`src/rtl/mc_controller.sv`:
```
//==============================================================================
// Module      : mc_controller
// Description : Moore-FSM control unit for a multicycle RV32I-subset datapath
//               (lw, sw, R-type, I-type ALU, jal, beq). Define MC_BNE_EN to
//               also take bne branches (funct_3 = 001).
// Revision    : 1.0 - initial release
//==============================================================================
`default_nettype none

module mc_controller (
    input  logic       clk,
    input  logic       reset,
    input  logic [6:0] op_code,
    input  logic [2:0] funct_3,
    input  logic       funct_7,
    input  logic       zero,
    output logic       pc_write,
    output logic       adr_src,
    output logic       mem_write,
    output logic       ir_write,
    output logic [1:0] result_src,
    output logic [1:0] alu_src_a,
    output logic [1:0] alu_src_b,
    output logic [2:0] alu_control,
    output logic [1:0] imm_src,
    output logic       reg_write,
    output logic       illegal,
    output logic [3:0] state
);

    localparam logic [6:0] c_OP_LW   = 7'b0000011;
    localparam logic [6:0] c_OP_SW   = 7'b0100011;
    localparam logic [6:0] c_OP_R    = 7'b0110011;
    localparam logic [6:0] c_OP_I    = 7'b0010011;
    localparam logic [6:0] c_OP_JAL  = 7'b1101111;
    localparam logic [6:0] c_OP_BEQ  = 7'b1100011;

    localparam logic [2:0] c_ALU_ADD = 3'b000;
    localparam logic [2:0] c_ALU_SUB = 3'b001;
    localparam logic [2:0] c_ALU_AND = 3'b010;
    localparam logic [2:0] c_ALU_OR  = 3'b011;
    localparam logic [2:0] c_ALU_SLT = 3'b101;

    typedef enum logic [3:0] {
        S_FETCH    = 4'd0,
        S_DECODE   = 4'd1,
        S_MEMADR   = 4'd2,
        S_MEMREAD  = 4'd3,
        S_MEMWB    = 4'd4,
        S_MEMWRITE = 4'd5,
        S_EXECUTER = 4'd6,
        S_ALUWB    = 4'd7,
        S_EXECUTEI = 4'd8,
        S_JAL      = 4'd9,
        S_BEQ      = 4'd10
    } state_t;

    state_t     r_state;
    state_t     w_next;
    logic [2:0] w_alu_dec;
    logic       w_branch_taken;

    always_ff @(posedge clk or posedge reset) begin
        if (reset) begin
            r_state <= S_FETCH;
        end else begin
            r_state <= w_next;
        end
    end

    // Bit 30 only selects sub for register-register ops; addi ignores it.
    always_comb begin
        w_alu_dec = c_ALU_ADD;
        case (funct_3)
            3'b000:  w_alu_dec = (op_code[5] & funct_7) ? c_ALU_SUB : c_ALU_ADD;
            3'b010:  w_alu_dec = c_ALU_SLT;
            3'b110:  w_alu_dec = c_ALU_OR;
            3'b111:  w_alu_dec = c_ALU_AND;
            default: w_alu_dec = c_ALU_ADD;
        endcase
    end

`ifdef MC_BNE_EN
    always_comb begin
        w_branch_taken = 1'b0;
        case (funct_3)
            3'b000:  w_branch_taken = zero;
            3'b001:  w_branch_taken = ~zero;
            default: w_branch_taken = 1'b0;
        endcase
    end
`else
    assign w_branch_taken = zero;
`endif

    always_comb begin
        w_next = S_FETCH;
        case (r_state)
            S_FETCH:  w_next = S_DECODE;
            S_DECODE: begin
                case (op_code)
                    c_OP_LW, c_OP_SW: w_next = S_MEMADR;
                    c_OP_R:           w_next = S_EXECUTER;
                    c_OP_I:           w_next = S_EXECUTEI;
                    c_OP_JAL:         w_next = S_JAL;
                    c_OP_BEQ:         w_next = S_BEQ;
                    default:          w_next = S_FETCH;
                endcase
            end
            S_MEMADR:   w_next = op_code[5] ? S_MEMWRITE : S_MEMREAD;
            S_MEMREAD:  w_next = S_MEMWB;
            S_EXECUTER: w_next = S_ALUWB;
            S_EXECUTEI: w_next = S_ALUWB;
            S_JAL:      w_next = S_ALUWB;
            default:    w_next = S_FETCH;
        endcase
    end

    always_comb begin
        pc_write    = 1'b0;
        adr_src     = 1'b0;
        mem_write   = 1'b0;
        ir_write    = 1'b0;
        result_src  = 2'b00;
        alu_src_a   = 2'b00;
        alu_src_b   = 2'b00;
        alu_control = c_ALU_ADD;
        reg_write   = 1'b0;
        illegal     = 1'b0;
        case (r_state)
            S_FETCH: begin
                ir_write   = 1'b1;
                alu_src_b  = 2'b10;
                result_src = 2'b10;
                pc_write   = 1'b1;
            end
            S_DECODE: begin
                alu_src_a = 2'b01;
                alu_src_b = 2'b01;
                case (op_code)
                    c_OP_LW, c_OP_SW, c_OP_R, c_OP_I, c_OP_JAL, c_OP_BEQ: illegal = 1'b0;
                    default: illegal = 1'b1;
                endcase
            end
            S_MEMADR: begin
                alu_src_a = 2'b10;
                alu_src_b = 2'b01;
            end
            S_MEMREAD:  adr_src = 1'b1;
            S_MEMWB: begin
                result_src = 2'b01;
                reg_write  = 1'b1;
            end
            S_MEMWRITE: begin
                adr_src   = 1'b1;
                mem_write = 1'b1;
            end
            S_EXECUTER: begin
                alu_src_a   = 2'b10;
                alu_control = w_alu_dec;
            end
            S_EXECUTEI: begin
                alu_src_a   = 2'b10;
                alu_src_b   = 2'b01;
                alu_control = w_alu_dec;
            end
            S_ALUWB:    reg_write = 1'b1;
            S_JAL: begin
                alu_src_a = 2'b01;
                alu_src_b = 2'b10;
                pc_write  = 1'b1;
            end
            S_BEQ: begin
                alu_src_a   = 2'b10;
                alu_control = c_ALU_SUB;
                pc_write    = w_branch_taken;
            end
            default: ;
        endcase
    end

    // Immediate format follows the opcode in every state so DECODE sees it.
    always_comb begin
        imm_src = 2'b00;
        case (op_code)
            c_OP_SW:  imm_src = 2'b01;
            c_OP_BEQ: imm_src = 2'b10;
            c_OP_JAL: imm_src = 2'b11;
            default:  imm_src = 2'b00;
        endcase
    end

    assign state = r_state;

endmodule

`default_nettype wire

```
`config.mk`:
```
export PLATFORM = sky130hd
export DESIGN_NAME = mc_controller
export DESIGN_NICKNAME = d
export VERILOG_FILES = /design/src/rtl/mc_controller.sv
export SDC_FILE = /design/constraint.sdc
export NUM_CORES = 1
export LEC_CHECK = 0
export BUFFER_PORTS_ARGS = -buffer_cell sky130_fd_sc_hd__buf_2
export CAP_MARGIN = 10
export CORE_MARGIN = 5
export CORE_UTILIZATION = 42
export DETAILED_ROUTE_END_ITERATION = 10
export GPL_TIMING_DRIVEN = 0
export PLACE_DENSITY = 0.78
export SKIP_CTS_REPAIR_TIMING = 1
export SYNTH_ARGS = -nofsm -noshare
export SYNTH_HDL_FRONTEND = slang
export SYNTH_SLANG_ARGS = --single-unit
```
`constraint.sdc`:
```
create_clock -name clk -period 1.6 [get_ports clk]
set_clock_uncertainty 0.05 [all_clocks]
set_input_delay 0.08 -clock clk [delete_from_list [all_inputs] [get_ports clk]]
set_output_delay 0.08 -clock clk [all_outputs]
set_load 0.05 [all_outputs]
```
==> results.cfg <==
[yosys]
synthCells = 78
synth-edff-count = 0
syn-num-nets = 92
synth_warnings = 0
yosys.area.top_type = dfrtp_1
synth_top_area_frac = 0.170
ys_seq_area_frac = 0.170
netlist_area_sq_um = 589
synth_flop_cell = dfrtp_1
avgSynthCellArea_sq_um = 7.56
ys_types = 33
postSynth.asyncResetShare = 1.00
synth.ff_latch_count = 4
synth.area.top_cells = dfrtp_1 (17%), nand2b_1 (7.4%), o21ai_0 (5.9%)

[timing]
hold_violations = 0
slew_viol_final = 0
min_period_ps = 1740
tightest_slew_ps = 298
rsz0062_at_grt = true
fmax_mhz = 574
fin_tns_setup_ps = -284
slew_headroom = 0.801
fin_crit_sh = 1.09
setup_ws_ps = -142
setup_viol = 5

[setup_path]
path_buf_inv = 2
crit_family = simple AND/OR/NAND/NOR gates
cp-start-kind = flop
worstPathArrival_ps = 1610
critical_path_class = flop to output port
cp_common_cell = buf_6
worstPathCellList = buf_6, nor4b_4, nand2_1, o21ai_4, buf_6
worst-path-max-fanout = 5
max_stage_delay_ps = 440
cp_slowest_cell = dfrtp_2
endpoint_kind = output port
cp.required_ps = 1470

[global_routing]
grt_pass1_wl_um = 2840
grt_max_degree = 11
track_usage = 0.172
first_global_vias = 665
grt-ovfl-total = 0
antenna_found_initial = 0

[placed_design]
dpl_cell_area_sq_um = 913
hpwl_um = 1390
port_buffers = 34
dp_slack_ps = 33.7
dp_cells = 127
gp_congestion = 0.788

[clock_network]
cts_tree = yes
clock-sinks = 4
cts_htree_levels = 1
clk_pin_slew_ps = 40
cts_buffers = 3
clock-root-buffer = clkbuf_4
cts_buffer_depth = 2
insertion_delay_ps = 240

[cells_and_area]
antenna_cells = 0
drive_above_1_share = 0.648
nNetsFinal = 138
stdcell_area_sq_um = 1070
syn_to_final_growth_pct = 82.2
fin_util = 0.815
layout_commonest_cell = buf_2
final_cell_mix = buf_2 (22), buf_6 (9), buf_4 (8)
fin_cells = 137
largest_reg_flops = 4

[hold_path]
min_path_type = input pin to flop

[floorplanning]
ioPinCount = 35
die_x_um = 47.5
initial_core_util = 0.447
fp.dieH_um = 47.5
fp.coreArea_sq_um = 1320
design.die.area_sq_um = 2250
rows = 13

[drt]
first_pass_iters = 4
avgViaCountPerCell = 5.63
wirelength_um = 1940
drt_iter0_drc = 17
drc = 0
vias = 771
post_drt_wl_per_cell_um = 14.1
ant_nets = 0

[run]
maxCapViolCount = 0

[power]
cellLeakagePower_uw = 0.000491
irDropWorstVdd_v = 0.000880
powerDensity_nw_per_um2 = 1490

[status]
status = finished with violations
violations = setup timing
-- routing by layer --
| metal | wire (um) | global-route usage | part of all wire | up-vias |
|---|---|---|---|---|
| met4 | 0 | 0.0497 | 0 | 0 |
| met3 | 149 | 0.0226 | 0.077 | 0 |
| li1 | - | - | - | 371 |
| met2 | 1040 | 0.321 | 0.54 | 36 |
| met1 | 741 | 0.203 | 0.38 | 364 |
| met5 | 0 | 0 | 0 | - |
-- synthesized netlist by cell type (all sizes together), types with 2 or more instances --
| library cell | count |
|---|---|
| o21ai | 7 |
| nor2b | 3 |
| nor4 | 3 |
| and3b | 2 |
| inv | 4 |
| a21oi | 4 |
| nor3 | 2 |
| nand4b | 2 |
| nand2 | 6 |
| xor2 | 2 |
| dfrtp | 4 |
| nand2b | 7 |
| a21boi | 2 |
| nor2 | 8 |
| buf | 5 |
| a211oi | 2 |
-- path summary, 6_finish.rpt --
check / endpoint / slack, ps / from / cells past startpoint
max: illegal / -140 / state[3] / 5
min: state[2] / 170 / op_code[5] / 3
max reg2reg: state[1] / 180 / state[3] / 4
min reg2reg: state[3] / 630 / state[1] / 2
max in group asynchronous: state[1] / 1070 / reset / 3
min in group asynchronous: state[0] / 260 / reset / 3
-- through the flow --
stage	hold slack, ps	power (uW)
global placement	-89.5	1310
detailed placement	-79.8	1320
CTS	-332	1450
global route	204	1690
floorplan	-204	1110
finish	167	1600
-- where the power goes --
part           switching [uW]  total (uW)  internal (uW)
registers                45.6         169            124
logic                     834        1310            474
clock network            40.9         125           83.8
total                     920        1600            681
-- final cells by class --
class                      instances  area [sq um]
inverter                           4          15.0
fill                              89           244
multi-input combinational         64           546
tap                               15          18.8
buffer                             5          72.6
clock buffer                       3          22.5
sequential                         4           105
timing repair buffer              42           294
-- worst reg2reg max path, delay by kind of cell (launching register included) --
kind / cells / cell delay, ps
flip-flops: 1 / 440
AND/OR/NAND/NOR: 1 / 350
buffers and inverters: 1 / 130
AO/OA/AOI/OAI: 2 / 350
-- kinds of logic (layout without fill, tap and decap cells) --
logic type	after synthesis	after routing	synth area share
AND/OR/NAND/NOR	41	41	0.433
buffers and inverters	10	54	0.127
flip-flops	4	4	0.170
XOR/XNOR	2	2	0.0297
AO/OA/AOI/OAI	21	21	0.240
No activity file was read; power rests on OpenSTA's default activity.
